==> src/rtl/tap_pkg.sv <==
// Shared TAP definitions: 1149.1 state encoding, instruction codes and per-state enable decode.
package tap_pkg;

  localparam int ID_W          = 32;
  localparam int INS_IDCODE    = 1;
  localparam int INS_USER_BASE = 2;

  typedef enum logic [3:0] {
    TEST_LOGIC_RESET = 4'd0,
    RUN_TEST_IDLE    = 4'd1,
    SELECT_DR        = 4'd2,
    CAPTURE_DR       = 4'd3,
    SHIFT_DR         = 4'd4,
    EXIT1_DR         = 4'd5,
    PAUSE_DR         = 4'd6,
    EXIT2_DR         = 4'd7,
    UPDATE_DR        = 4'd8,
    SELECT_IR        = 4'd9,
    CAPTURE_IR       = 4'd10,
    SHIFT_IR         = 4'd11,
    EXIT1_IR         = 4'd12,
    PAUSE_IR         = 4'd13,
    EXIT2_IR         = 4'd14,
    UPDATE_IR        = 4'd15
  } tap_state_e;

  typedef struct packed {
    logic cap_ir;
    logic shift_ir;
    logic upd_ir;
    logic cap_dr;
    logic shift_dr;
    logic upd_dr;
  } tap_en_t;

  // All-ones code; any code not otherwise decoded also behaves as BYPASS.
  function automatic int ins_bypass(input int ir_w);
    return (1 << ir_w) - 1;
  endfunction

  function automatic tap_en_t decode_en(input tap_state_e s);
    tap_en_t e;
    e.cap_ir   = (s == CAPTURE_IR);
    e.shift_ir = (s == SHIFT_IR);
    e.upd_ir   = (s == UPDATE_IR);
    e.cap_dr   = (s == CAPTURE_DR);
    e.shift_dr = (s == SHIFT_DR);
    e.upd_dr   = (s == UPDATE_DR);
    return e;
  endfunction

endpackage

==> src/rtl/tap_ctrl_param_if.sv <==
// Pad-side serial signals and parallel capture/update bus of the TAP controller.
interface tap_ctrl_param_if #(
  parameter int IR_W   = 4,
  parameter int DR_W   = 8,
  parameter int NUM_DR = 2
);
  logic                   TMS_Pad;
  logic                   TDI_Pad;
  logic                   TDO_Pad;
  logic                   TDO_OE;
  logic [3:0]             tap_state;
  logic [IR_W-1:0]        ir_q;
  logic [NUM_DR*DR_W-1:0] dr_cap_i;
  logic [NUM_DR*DR_W-1:0] dr_upd_q;
  logic [NUM_DR-1:0]      dr_upd_stb;

  modport master (
    output TMS_Pad, TDI_Pad, dr_cap_i,
    input  TDO_Pad, TDO_OE, tap_state, ir_q, dr_upd_q, dr_upd_stb
  );

  modport slave (
    input  TMS_Pad, TDI_Pad, dr_cap_i,
    output TDO_Pad, TDO_OE, tap_state, ir_q, dr_upd_q, dr_upd_stb
  );
endinterface

==> src/rtl/tap_fsm.sv <==
// 16-state TAP controller state machine with registered capture/shift/update enables.
//  state            | meaning
//  TEST_LOGIC_RESET | test logic idle, IR forced to IDCODE
//  RUN_TEST_IDLE    | idle between scans
//  SELECT_DR/IR     | branch point into DR or IR column
//  CAPTURE_DR/IR    | parallel load of selected shift register
//  SHIFT_DR/IR      | serial TDI->TDO shift, one bit per edge
//  EXIT1/EXIT2      | leave shift, towards pause or update
//  PAUSE_DR/IR      | hold shift contents
//  UPDATE_DR/IR     | transfer shift contents to parallel register
module tap_fsm
  import tap_pkg::*;
(
  input  logic       GCLK_Pad,
  input  logic       RSTN_Pad,
  input  logic       TMS_Pad,
  output tap_state_e tap_state,
  output tap_en_t    en,
  output logic       tlr_nxt
);

  tap_state_e state_q, state_d;
  tap_en_t    en_q;

  always_comb begin
    state_d = state_q;
    case (state_q)
      TEST_LOGIC_RESET: state_d = TMS_Pad ? TEST_LOGIC_RESET : RUN_TEST_IDLE;
      RUN_TEST_IDLE:    state_d = TMS_Pad ? SELECT_DR        : RUN_TEST_IDLE;
      SELECT_DR:        state_d = TMS_Pad ? SELECT_IR        : CAPTURE_DR;
      CAPTURE_DR:       state_d = TMS_Pad ? EXIT1_DR         : SHIFT_DR;
      SHIFT_DR:         state_d = TMS_Pad ? EXIT1_DR         : SHIFT_DR;
      EXIT1_DR:         state_d = TMS_Pad ? UPDATE_DR        : PAUSE_DR;
      PAUSE_DR:         state_d = TMS_Pad ? EXIT2_DR         : PAUSE_DR;
      EXIT2_DR:         state_d = TMS_Pad ? UPDATE_DR        : SHIFT_DR;
      UPDATE_DR:        state_d = TMS_Pad ? SELECT_DR        : RUN_TEST_IDLE;
      SELECT_IR:        state_d = TMS_Pad ? TEST_LOGIC_RESET : CAPTURE_IR;
      CAPTURE_IR:       state_d = TMS_Pad ? EXIT1_IR         : SHIFT_IR;
      SHIFT_IR:         state_d = TMS_Pad ? EXIT1_IR         : SHIFT_IR;
      EXIT1_IR:         state_d = TMS_Pad ? UPDATE_IR        : PAUSE_IR;
      PAUSE_IR:         state_d = TMS_Pad ? EXIT2_IR         : PAUSE_IR;
      EXIT2_IR:         state_d = TMS_Pad ? UPDATE_IR        : SHIFT_IR;
      UPDATE_IR:        state_d = TMS_Pad ? SELECT_DR        : RUN_TEST_IDLE;
      default:          state_d = TEST_LOGIC_RESET;
    endcase
  end

  // Enables are flopped from the next state so they always match state_q.
  always_ff @(posedge GCLK_Pad or negedge RSTN_Pad) begin
    if (!RSTN_Pad) begin
      state_q <= TEST_LOGIC_RESET;
      en_q    <= '0;
    end else begin
      state_q <= state_d;
      en_q    <= decode_en(state_d);
    end
  end

  assign tap_state = state_q;
  assign en        = en_q;
  assign tlr_nxt   = (state_d == TEST_LOGIC_RESET);

endmodule

==> src/rtl/tap_ctrl_param.sv <==
// Parametrised TAP controller: instruction register, IDCODE, BYPASS and NUM_DR user data registers.
module tap_ctrl_param
  import tap_pkg::*;
#(
  parameter int          IR_W    = 4,
  parameter int          DR_W    = 8,
  parameter int          NUM_DR  = 2,
  parameter logic [31:0] ID_CODE = 32'h1A5E_0001
) (
  input  logic            GCLK_Pad,
  input  logic            RSTN_Pad,
  tap_ctrl_param_if.slave bus
);

  localparam int              UW        = NUM_DR * DR_W;
  localparam logic [IR_W-1:0] IR_IDCODE = IR_W'(INS_IDCODE);

  tap_state_e state;
  tap_en_t    en;
  logic       tlr_nxt;

  tap_fsm u_fsm (
    .GCLK_Pad  (GCLK_Pad),
    .RSTN_Pad  (RSTN_Pad),
    .TMS_Pad   (bus.TMS_Pad),
    .tap_state (state),
    .en        (en),
    .tlr_nxt   (tlr_nxt)
  );

  logic [IR_W-1:0]   ir_q, ir_d;
  logic [IR_W-1:0]   ir_sh_q, ir_sh_d;
  logic [ID_W-1:0]   id_sh_q, id_sh_d;
  logic [UW-1:0]     usr_sh_q, usr_sh_d;
  logic              byp_q, byp_d;
  logic [UW-1:0]     dr_upd_q, dr_upd_d;
  logic [NUM_DR-1:0] dr_upd_stb_q, dr_upd_stb_d;

  logic              sel_id, sel_byp;
  logic [NUM_DR-1:0] sel_usr;
  logic              tdo_dr;

  always_comb begin
    sel_id  = (ir_q == IR_IDCODE);
    sel_usr = '0;
    for (int k = 0; k < NUM_DR; k++)
      if (ir_q == IR_W'(INS_USER_BASE + k)) sel_usr[k] = 1'b1;
    sel_byp = !sel_id && (sel_usr == '0);
  end

  always_comb begin
    logic [DR_W-1:0] t;
    ir_d         = ir_q;
    ir_sh_d      = ir_sh_q;
    id_sh_d      = id_sh_q;
    usr_sh_d     = usr_sh_q;
    byp_d        = byp_q;
    dr_upd_d     = dr_upd_q;
    dr_upd_stb_d = '0;
    t            = '0;

    if (en.cap_ir) begin
      ir_sh_d    = '0;
      ir_sh_d[0] = 1'b1;
    end
    if (en.shift_ir) ir_sh_d = {bus.TDI_Pad, ir_sh_q[IR_W-1:1]};
    if (en.upd_ir)   ir_d    = ir_sh_q;
    if (tlr_nxt)     ir_d    = IR_IDCODE;

    if (en.cap_dr) begin
      if (sel_id)  id_sh_d = ID_CODE;
      if (sel_byp) byp_d   = 1'b0;
      for (int k = 0; k < NUM_DR; k++)
        if (sel_usr[k]) usr_sh_d[k*DR_W +: DR_W] = bus.dr_cap_i[k*DR_W +: DR_W];
    end

    if (en.shift_dr) begin
      if (sel_id)  id_sh_d = {bus.TDI_Pad, id_sh_q[ID_W-1:1]};
      if (sel_byp) byp_d   = bus.TDI_Pad;
      for (int k = 0; k < NUM_DR; k++) begin
        if (sel_usr[k]) begin
          // Shift form keeps DR_W = 1 legal.
          t         = usr_sh_q[k*DR_W +: DR_W] >> 1;
          t[DR_W-1] = bus.TDI_Pad;
          usr_sh_d[k*DR_W +: DR_W] = t;
        end
      end
    end

    if (en.upd_dr) begin
      for (int k = 0; k < NUM_DR; k++) begin
        if (sel_usr[k]) begin
          dr_upd_d[k*DR_W +: DR_W] = usr_sh_q[k*DR_W +: DR_W];
          dr_upd_stb_d[k]          = 1'b1;
        end
      end
    end
  end

  always_ff @(posedge GCLK_Pad or negedge RSTN_Pad) begin
    if (!RSTN_Pad) begin
      ir_q         <= IR_IDCODE;
      ir_sh_q      <= '0;
      id_sh_q      <= '0;
      usr_sh_q     <= '0;
      byp_q        <= 1'b0;
      dr_upd_q     <= '0;
      dr_upd_stb_q <= '0;
    end else begin
      ir_q         <= ir_d;
      ir_sh_q      <= ir_sh_d;
      id_sh_q      <= id_sh_d;
      usr_sh_q     <= usr_sh_d;
      byp_q        <= byp_d;
      dr_upd_q     <= dr_upd_d;
      dr_upd_stb_q <= dr_upd_stb_d;
    end
  end

  always_comb begin
    tdo_dr = byp_q;
    if (sel_id) tdo_dr = id_sh_q[0];
    for (int k = 0; k < NUM_DR; k++)
      if (sel_usr[k]) tdo_dr = usr_sh_q[k*DR_W];
  end

  assign bus.TDO_Pad    = en.shift_ir ? ir_sh_q[0] : (en.shift_dr ? tdo_dr : 1'b0);
  assign bus.TDO_OE     = en.shift_ir | en.shift_dr;
  assign bus.tap_state  = state;
  assign bus.ir_q       = ir_q;
  assign bus.dr_upd_q   = dr_upd_q;
  assign bus.dr_upd_stb = dr_upd_stb_q;

endmodule

==> src/flat_wrapper.sv <==
// flat-port wrapper written by rule: the top's interface ports become plain ports
module tap_ctrl_param_flat import tap_pkg::*;
#(
  parameter int          IR_W    = 4,
  parameter int          DR_W    = 8,
  parameter int          NUM_DR  = 2,
  parameter logic [31:0] ID_CODE = 32'h1A5E_0001
)
  (GCLK_Pad, RSTN_Pad, bus_TMS_Pad, bus_TDI_Pad, bus_dr_cap_i, bus_TDO_Pad, bus_TDO_OE, bus_tap_state, bus_ir_q, bus_dr_upd_q, bus_dr_upd_stb);
  tap_ctrl_param_if #(.IR_W(IR_W), .DR_W(DR_W), .NUM_DR(NUM_DR)) bus_i ();
  input  logic GCLK_Pad;
  input  logic RSTN_Pad;
  input wire logic [$bits(bus_i.TMS_Pad)-1:0] bus_TMS_Pad;
  input wire logic [$bits(bus_i.TDI_Pad)-1:0] bus_TDI_Pad;
  input wire logic [$bits(bus_i.dr_cap_i)-1:0] bus_dr_cap_i;
  output wire logic [$bits(bus_i.TDO_Pad)-1:0] bus_TDO_Pad;
  output wire logic [$bits(bus_i.TDO_OE)-1:0] bus_TDO_OE;
  output wire logic [$bits(bus_i.tap_state)-1:0] bus_tap_state;
  output wire logic [$bits(bus_i.ir_q)-1:0] bus_ir_q;
  output wire logic [$bits(bus_i.dr_upd_q)-1:0] bus_dr_upd_q;
  output wire logic [$bits(bus_i.dr_upd_stb)-1:0] bus_dr_upd_stb;
  assign bus_i.TMS_Pad = bus_TMS_Pad;
  assign bus_i.TDI_Pad = bus_TDI_Pad;
  assign bus_i.dr_cap_i = bus_dr_cap_i;
  assign bus_TDO_Pad = bus_i.TDO_Pad;
  assign bus_TDO_OE = bus_i.TDO_OE;
  assign bus_tap_state = bus_i.tap_state;
  assign bus_ir_q = bus_i.ir_q;
  assign bus_dr_upd_q = bus_i.dr_upd_q;
  assign bus_dr_upd_stb = bus_i.dr_upd_stb;
  tap_ctrl_param #(.IR_W(IR_W), .DR_W(DR_W), .NUM_DR(NUM_DR), .ID_CODE(ID_CODE)) u_core (.GCLK_Pad(GCLK_Pad), .RSTN_Pad(RSTN_Pad), .bus(bus_i));
endmodule
==> config.mk <==
export PLATFORM = sky130hd
export DESIGN_NAME = tap_ctrl_param_flat
export DESIGN_NICKNAME = d
export VERILOG_FILES = /design/src/rtl/tap_pkg.sv /design/src/rtl/tap_ctrl_param_if.sv /design/src/rtl/tap_fsm.sv /design/src/rtl/tap_ctrl_param.sv /design/src/flat_wrapper.sv
export SDC_FILE = /design/constraint.sdc
export NUM_CORES = 1
export LEC_CHECK = 0
export CAP_MARGIN = 40
export CORE_UTILIZATION = 30
export CTS_BUF_LIST = sky130_fd_sc_hd__clkbuf_16
export DETAILED_ROUTE_END_ITERATION = 8
export GPL_ROUTABILITY_DRIVEN = 0
export PLACE_DENSITY = 0.59
export SYNTH_ARGS = -nofsm -noshare
export SYNTH_HDL_FRONTEND = slang
export SYNTH_HIERARCHICAL = 1
export SYNTH_SLANG_ARGS = --single-unit
==> constraint.sdc <==
create_clock -name GCLK_Pad -period 3.8 [get_ports GCLK_Pad]
set_input_delay 0.76 -clock GCLK_Pad [delete_from_list [all_inputs] [get_ports GCLK_Pad]]
set_output_delay 0.76 -clock GCLK_Pad [all_outputs]
set_load 0.02 [all_outputs]
==> flow_summary_export.csv, run 1 <==
group,metric,value,unit
global_routing,grt_remaining_overflow,0,
timing,fin_crit,3230,ps
die,die_x,111,um
detailed_routing,top_layer_used,"met4",
clocking,clock-sinks,85,
critical_path,timing.rr.start,"u_core/bus.ir_q[0]$_DFFE_PN1P_",
run_status,violations,"DRC",
power,peakVddDrop,319,uV
logic_synthesis,ys_warn_count,6,
place,port_buffers,47,
logic_synthesis,yosys.area.top_type,"dfrtp_1",
global_routing,grt_pass1_vias,2453,
critical_path,worst_setup_path_end_kind,"output pin",
detailed_routing,detail-route-antenna-nets,0,
die,io_pins,48,
clocking,ctsHoldBuffers,0,
critical_path,critPathMaxFanout,17,
detailed_routing,vias_per_cell,4.92,
die,dieArea,12400,um^2
timing,finalHoldViolCount,0,
power,finalPower,3.21,mW
run_status,outcome,"finished with violations",
logic_synthesis,avgSynthCellArea,11.6,um^2
global_routing,grt_max_degree,50,
final_layout,drive_above_1_share,12.1,%
hold_path,holdCritPathClass,"in -> async",
logic_synthesis,ys_ff_latch,85,
critical_path,worstPathArrival,2470,ps
logic_synthesis,ys_types,40,
critical_path,required,3040,ps
critical_path,crit_start,"u_core/bus.ir_q[0]$_DFFE_PN1P_",
die,fp.coreArea,11500,um^2
place,place_area,4160,um^2
detailed_routing,drt_iter0_drc,159,
logic_synthesis,synth-main-ff-cell,"dfrtp_1",
final_layout,postLayoutCellArea,4430,um^2
clocking,cts-htree-levels,3,
clocking,cts_resized,0,
logic_synthesis,ys_async_sr_fraction,100,%
detailed_routing,routed_wirelength,7050,um
clocking,cts_tree,"done",
logic_synthesis,yosysMostFrequentCell,"dfrtp_1",
logic_synthesis,synth_seq_area_share,59.5,%
die,num_rows,39,
detailed_routing,drtPass1Iterations,6,
die,dieHeight,111,um
critical_path,critPathKind,"reg -> out",
final_layout,fin_nets,371,
detailed_routing,drc,12,
timing,rsz0062_at_grt,"no",
timing,fmax,310,MHz
critical_path,start_kind,"flop",
clocking,clock_latency,340,ps
global_routing,antenna_found_initial,0,
logic_synthesis,netlist_instances,309,
timing,tightest_slew,784,ps
clocking,clock_path_buffers,2,
detailed_routing,vias,2457,
power,p_per_area,725,nW/um^2
clocking,cts-root-buf,"clkbuf_16",
clocking,cts_setup_buffers,0,
timing,period_share,85.0,%
logic_synthesis,synth_area,3580,um^2
logic_synthesis,syn_nets,329,
final_layout,syn2layout_area_growth,23.8,%
timing,fin_tns_setup,0,ps
timing,setup_viol,0,
place,dp.final_hpwl,4680,um
flow_run,maxCapViolCount,0,
power,power_leakage,1.94,nW
detailed_routing,wl_per_cell,14.1,um
timing,slew_viol_final,0,
detailed_routing,wl_met2,3250,um
final_layout,antennaDiodeCount,0,
clocking,path_clk_slew,70,ps
timing,relSlewSlack,47.7,%
logic_synthesis,synth_edf_count,0,
clocking,numCtsBuffers,9,
final_layout,post-route-util,38.5,%
global_routing,grt_pass1_wl,12100,um
global_routing,grtUsageTotal,12.2,%
logic_synthesis,synthTopCellsByArea,"dfrtp_1, a22o_1, mux2_2",
timing,clock_skew,9.05,ps
detailed_routing,wl_met1,3390,um
die,start_util,31.1,%
logic_synthesis,ys_top_cells_by_count,"dfrtp_1, nand2_1, nor2_1",
detailed_routing,wl_met3,334,um
logic_synthesis,netlist.area_leader.share,58.7,%
[final timing paths]
kind | end | slack, ps | cells past startpoint
max | bus_TDO_Pad | 570 | 5
min | u_core/usr_sh_q[3]$_DFF_PN0_ | 390 | 1
max in group asynchronous | u_core/bus.ir_q[0]$_DFFE_PN1P_ | 2770 | 2
min in group GCLK_Pad | u_core/id_sh_q[17]$_DFF_PN0_ | 490 | 1
min reg2reg | u_core/id_sh_q[17]$_DFF_PN0_ | 490 | 1
max reg2reg | u_core/id_sh_q[16]$_DFF_PN0_ | 1910 | 3
[cells in the final DEF (no fill, tap or decap), types with 3 or more instances in the layout]
master and instances:
nand2_1 47, o22a_1 10, nand2_2 3, clkinvlp_4 3, nor3b_1 4, clkdlybuf4s50_1 46
a21oi_1 5, mux2i_1 4, nand2b_1 9, and2_1 5, mux2_2 16, dfrtp_1 84
a31oi_1 17, nor2_1 24, nor4b_1 3, o21ai_0 7, clkinv_4 3, inv_1 4
clkbuf_16 9, a22o_1 23
[layout make-up]
cell class                      count  area, um^2
Sequential cell                    85        2130
Multi-Input combinational cell    202        1330
Fill cell                        1130        7080
Inverter                            4        15.0
Tap cell                          143         179
Clock buffer                        9         225
Timing Repair Buffer               49         503
Clock inverter                      7        52.6
[stage by stage]
stage	std cells	setup slack (ps)	hold WS [ps]
detailed placement	483	949	481
finish	499	570	389
global placement	482	967	470
floorplan	309	1590	460
CTS	499	570	403
global route	499	468	427
[power by group]
| part | internal (mW) | switching (mW) | leakage, nW |
|---|---|---|---|
| clock network | 0.443 | 0.363 | 0.125 |
| logic | 0.498 | 0.438 | 0.757 |
| registers | 1.18 | 0.290 | 1.06 |
[per-layer routing]
| layer | vias to the layer above | GRT usage (%) |
|---|---|---|
| met5 | - | 0 |
| met4 | 0 | 3.51 |
| met3 | 10 | 3.39 |
| met2 | 53 | 19.1 |
| met1 | 1213 | 16.4 |
| li1 | 1181 | - |
[critical path, stage by stage, from the launching register on]
cell	delay, ps
dfstp_2	600
and4bb_1	300
nand2_2	230
nor3b_1	260
a221o_1	150
clkdlybuf4s50_1	600
[state kept, by name (all words and copies together) (netlist names)]
signal / cells
u_core/id_sh_q: 32
u_core/bus.dr_upd_q: 16
u_core/byp_q: 1
u_core/bus.ir_q: 4
u_core/u_fsm/en: 6
u_core/ir_sh_q: 4
u_core/bus.dr_upd_stb: 2
u_core/usr_sh_q: 16
u_core/u_fsm/tap_state: 4
[kinds of logic (layout without fill, tap and decap cells)]
family	after synthesis	count (layout)	synth area share (%)
compound gates	73	73	15.4
xor+xnor	1	1	0.245
buf+inv	22	69	3.39
flops	85	85	59.5
mux	20	20	6.15
simple gates	108	108	15.4
No activity file was read; power rests on OpenSTA's default activity.
==> run 2, diff against run 1 <==
==> constraint.sdc (replaced) <==
create_clock -name GCLK_Pad -period 3 [get_ports GCLK_Pad]
set_input_delay 0.6 -clock GCLK_Pad [delete_from_list [all_inputs] [get_ports GCLK_Pad]]
set_output_delay 0.6 -clock GCLK_Pad [all_outputs]
set_load 0.02 [all_outputs]
==> flow_summary_export.csv, run 2 (synthesis results as in run 1) <==
group,metric,value,unit
run_status,outcome,"finished with violations",
run_status,violations,"DRC",
timing,setup_viol,0,
die,die_x,111,um
clocking,cts_tree,"done",
clocking,cts_setup_buffers,0,
place,dp.final_hpwl,4870,um
timing,fin_tns_setup,0,ps
final_layout,layout_common_cells,"dfrtp_1, nand2_1, clkdlybuf4s50_1",
die,io_pins,48,
power,peakVddDrop,473,uV
hold_path,holdCritPathClass,"in -> async",
global_routing,antenna_found_initial,0,
power,power_leakage,1.96,nW
die,start_util,31.1,%
clocking,ctsHoldBuffers,0,
die,num_rows,39,
flow_run,maxCapViolCount,0,
global_routing,grtUsageTotal,12.6,%
critical_path,required,2400,ps
timing,fmax,346,MHz
power,p_per_area,927,nW/um^2
final_layout,regMostFlops,"u_core/id_sh_q",
clocking,clock-sinks,85,
global_routing,grt_remaining_overflow,0,
global_routing,grt_pass1_vias,2499,
die,dieHeight,111,um
timing,period_share,96.4,%
final_layout,reg_top3,"u_core/id_sh_q: 32 flops, u_core/bus.dr_upd_q: 16 flops, u_core/usr_sh_q: 16 flops",
detailed_routing,wl_per_cell,14.1,um
critical_path,critPathKind,"reg -> out",
power,power.internal,2.71,mW
timing,finalHoldViolCount,0,
global_routing,grt_max_degree,44,
clocking,cts-root-buf,"clkbuf_16",
clocking,cts_resized,0,
clocking,clock_latency,340,ps
place,port_buffers,47,
final_layout,n_fill_cell,1143,
critical_path,critPathMaxFanout,8,
critical_path,worst_setup_path_end_kind,"output pin",
timing,tightest_slew,780,ps
timing,clock_skew,9.88,ps
detailed_routing,drt_iter0_drc,173,
clocking,cts-htree-levels,3,
detailed_routing,drc,12,
detailed_routing,routed_wirelength,7060,um
power,swShare,34.2,%
die,fp.coreArea,11500,um^2
timing,slew_viol_final,0,
final_layout,antennaDiodeCount,0,
final_layout,drive_above_1_share,13.1,%
detailed_routing,vias_per_cell,4.93,
timing,fin_crit,2890,ps
detailed_routing,vias,2471,
power,power.net_switching,1.41,mW
final_layout,stdcell_count,501,
place,placed_cells,485,
final_layout,fin_nets,373,
timing,rsz0062_at_grt,"no",
final_layout,syn2layout_area_growth,24.3,%
power,pwr-share-clk,25.9,%
clocking,clock_path_buffers,2,
power,power.share.combinational,28.7,%
timing,relSlewSlack,48.0,%
critical_path,worstPathArrival,2290,ps
final_layout,layout_commonest_cell,"dfrtp_1",
die,dieArea,12400,um^2
global_routing,grt_pass1_wl,12400,um
critical_path,start_kind,"flop",
detailed_routing,drtPass1Iterations,6,
power,p_seq_share,45.4,%
detailed_routing,detail-route-antenna-nets,0,
clocking,numCtsBuffers,9,
final_layout,largest_reg_flops,32,
clocking,path_clk_slew,60,ps
[run 2: cell types whose count changed in the layout (fill, tap and decap cells not counted), sizes merged]
cell / previous run / this run
buf: 3 / 5
clkinv: 4 / 1
clkinvlp: 3 / 0
inv: 4 / 10
[run 2: per-layer routing]
metal	global-route usage [%]	vias to the layer above	wire length, um	part of all wire (%)
li1	-	1192	-	-
met1	16.3	1223	3310	47
met2	20.1	49	3360	48
met3	4.37	7	338	4.8
met4	3.24	0	54	0.76
met5	0	-	0	0
[run 2: worst paths after layout]
check / start / endpoint / slack, ps / cells past startpoint
setup / recovery: u_core/bus.ir_q[0]$_DFFE_PN1P_ / bus_TDO_Pad / 110 / 5
hold / removal: RSTN_Pad / u_core/u_fsm/tap_state[3]$_DFF_PN0_ / 240 / 1
setup reg to reg: u_core/bus.ir_q[0]$_DFFE_PN1P_ / u_core/id_sh_q[26]$_DFF_PN0_ / 1040 / 3
hold reg to reg: u_core/id_sh_q[31]$_DFF_PN0_ / u_core/id_sh_q[30]$_DFF_PN0_ / 490 / 1
max in group asynchronous: RSTN_Pad / u_core/bus.dr_upd_q[9]$_DFFE_PN0P_ / 2040 / 2
min in group GCLK_Pad: u_core/id_sh_q[31]$_DFF_PN0_ / u_core/id_sh_q[30]$_DFF_PN0_ / 490 / 1
[run 2: worst max-delay path, stage by stage, from the launching register on]
cell             delay, ps
dfstp_2                610
and4bb_1               300
nand2_2                 80
nor3b_1                220
a221o_1                150
clkdlybuf4s50_1        590
[run 2: area by class of cell]
type,instances,area [um^2],share of cell area [%]
multi-input cells,202,1330,30.0
flip-flops and latches,85,2130,47.8
inverters,4,15.0,0.337
well taps,143,179,4.02
repair buffers,51,505,11.4
clock buffers,9,225,5.06
clock inverters,7,62.6,1.41
[run 2: per-stage QoR]
step	worst slack, ps	power [mW]	util, %	hold WS [ps]	cell area [um^2]
floorplan	948	2.62	-	304	3580
global placement	512	3.03	36.0	472	4150
detailed placement	477	3.09	36.1	481	4160
CTS	95.9	4.18	38.6	265	4450
global route	3.75	4.41	38.6	278	4450
finish	108	4.12	38.6	240	4450
[run 2: power groups by stage]
| stage | logic, mW | registers (mW) | clock network (mW) |
|---|---|---|---|
| after floorplan | 0.761 | 1.86 | 0 |
| after global placement | 1.15 | 1.87 | 0 |
| after detailed placement | 1.19 | 1.89 | 0 |
| after CTS | 1.20 | 1.87 | 1.11 |
| after global routing | 1.30 | 1.94 | 1.16 |
| final | 1.18 | 1.87 | 1.07 |
==> run 3, diff against run 2 <==
--- a/config.mk
+++ b/config.mk
@@ -10,6 +10,7 @@
 export CTS_BUF_LIST = sky130_fd_sc_hd__clkbuf_16
 export DETAILED_ROUTE_END_ITERATION = 8
 export GPL_ROUTABILITY_DRIVEN = 0
+export MAX_ROUTING_LAYER = met4
 export PLACE_DENSITY = 0.59
 export SYNTH_ARGS = -nofsm -noshare
 export SYNTH_HDL_FRONTEND = slang
==> flow_summary_export.csv, run 3 (synthesis results as in run 1) <==
group,metric,value,unit
run_status,outcome,"finished with violations",
run_status,violations,"DRC",
detailed_routing,routed_wirelength,7050,um
global_routing,grt_remaining_overflow,0,
timing,fin_tns_setup,0,ps
critical_path,critPathKind,"reg -> out",
place,port_buffers,47,
power,power_leakage,1.96,nW
clocking,path_clk_slew,70,ps
detailed_routing,drtPass1Iterations,6,
clocking,cts_tree,"done",
clocking,clock_latency,340,ps
critical_path,required,2400,ps
clocking,numCtsBuffers,9,
power,pwr-share-clk,25.8,%
place,placed_cells,485,
final_layout,layout_commonest_cell,"dfrtp_1",
final_layout,drive_above_1_share,13.1,%
detailed_routing,detail-route-antenna-nets,0,
final_layout,regMostFlops,"u_core/id_sh_q",
die,num_rows,39,
timing,relSlewSlack,47.8,%
timing,finalHoldViolCount,0,
timing,fin_crit,2890,ps
die,dieArea,12400,um^2
final_layout,antennaDiodeCount,0,
clocking,cts_resized,0,
timing,tightest_slew,783,ps
detailed_routing,drt_iter0_drc,132,
final_layout,stdcell_count,501,
final_layout,syn2layout_area_growth,24.3,%
place,dp.final_hpwl,4870,um
die,start_util,31.1,%
timing,clock_skew,10.6,ps
power,power.internal,2.71,mW
die,fp.coreArea,11500,um^2
final_layout,fin_nets,373,
critical_path,worstPathArrival,2290,ps
final_layout,layout_common_cells,"dfrtp_1, nand2_1, clkdlybuf4s50_1",
critical_path,start_kind,"flop",
timing,setup_viol,0,
global_routing,grtUsageTotal,12.9,%
detailed_routing,drc,12,
die,die_x,111,um
power,p_per_area,927,nW/um^2
power,swShare,34.2,%
clocking,cts_setup_buffers,0,
power,power.net_switching,1.41,mW
detailed_routing,vias_per_cell,4.94,
global_routing,antenna_found_initial,0,
power,p_seq_share,45.4,%
critical_path,reg2reg_depth,3,
die,io_pins,48,
clocking,cts-root-buf,"clkbuf_16",
clocking,clock-sinks,85,
critical_path,worst_setup_path_end_kind,"output pin",
critical_path,critPathMaxFanout,8,
clocking,clock_path_buffers,2,
global_routing,grt_pass1_vias,2500,
power,finalPower,4.13,mW
final_layout,largest_reg_flops,32,
global_routing,grt_pass1_wl,12500,um
final_layout,reg_top3,"u_core/id_sh_q: 32 flops, u_core/bus.dr_upd_q: 16 flops, u_core/usr_sh_q: 16 flops",
detailed_routing,vias,2474,
die,dieHeight,111,um
timing,period_share,96.4,%
flow_run,maxCapViolCount,0,
hold_path,holdCritPathClass,"in -> async",
timing,fmax,346,MHz
clocking,cts-htree-levels,3,
timing,rsz0062_at_grt,"no",
detailed_routing,wl_per_cell,14.1,um
global_routing,grt_max_degree,44,
clocking,ctsHoldBuffers,0,
timing,slew_viol_final,0,
power,power.share.combinational,28.7,%
power,peakVddDrop,475,uV
-- run 3: worst max-delay path, cell delays in order, from the launching register on --
cell	delay [ps]
dfstp_2	610
and4bb_1	300
nand2_2	80
nor3b_1	220
a221o_1	150
clkdlybuf4s50_1	590
-- run 3: power by group through the flow --
stage	combinational (mW)	sequential (mW)	clock [mW]
after floorplan	0.761	1.86	0
after global placement	1.15	1.87	0
after detailed placement	1.19	1.89	0
after CTS	1.20	1.87	1.11
after global routing	1.31	1.94	1.16
final	1.19	1.87	1.07
-- run 3: stage by stage --
step / utilization (%) / hold slack [ps] / setup slack, ps / area, um^2
3_5_place_dp: 36.1 / 481 / 477 / 4160
4_1_cts: 38.6 / 265 / 95.9 / 4450
5_1_grt: 38.6 / 280 / 5.62 / 4450
2_1_floorplan: - / 304 / 948 / 3580
6_report: 38.6 / 242 / 109 / 4450
3_3_place_gp: 36.0 / 472 / 512 / 4150
-- run 3: final cells by class --
class | count | area, um^2
inverter | 4 | 15.0
tap | 143 | 179
sequential | 85 | 2130
timing repair buffer | 51 | 505
multi-input combinational | 202 | 1330
clock inverter | 7 | 62.6
clock buffer | 9 | 225
fill | 1143 | 7070
-- run 3: worst paths after layout --
kind | from | slack [ps] | to
worst max register to register | u_core/bus.ir_q[0]$_DFFE_PN1P_ | 1030 | u_core/id_sh_q[26]$_DFF_PN0_
worst max-delay path | u_core/bus.ir_q[0]$_DFFE_PN1P_ | 110 | bus_TDO_Pad
max in group asynchronous | RSTN_Pad | 2040 | u_core/bus.dr_upd_q[9]$_DFFE_PN0P_
worst min register to register | u_core/id_sh_q[31]$_DFF_PN0_ | 490 | u_core/id_sh_q[30]$_DFF_PN0_
worst min-delay path | RSTN_Pad | 240 | u_core/u_fsm/tap_state[3]$_DFF_PN0_
min in group GCLK_Pad | u_core/id_sh_q[31]$_DFF_PN0_ | 490 | u_core/id_sh_q[30]$_DFF_PN0_
-- run 3: routing by layer --
layer  wire length, um  global-route usage [%]  up-vias  part of all wire [%]
met4                50                    3.24        0                  0.71
li1                  -                       -     1191                     -
met2              3340                    20.0       58                    47
met5                 0                       -        -                     0
met1              3330                    16.5     1219                    47
met3               320                    4.05        6                   4.5
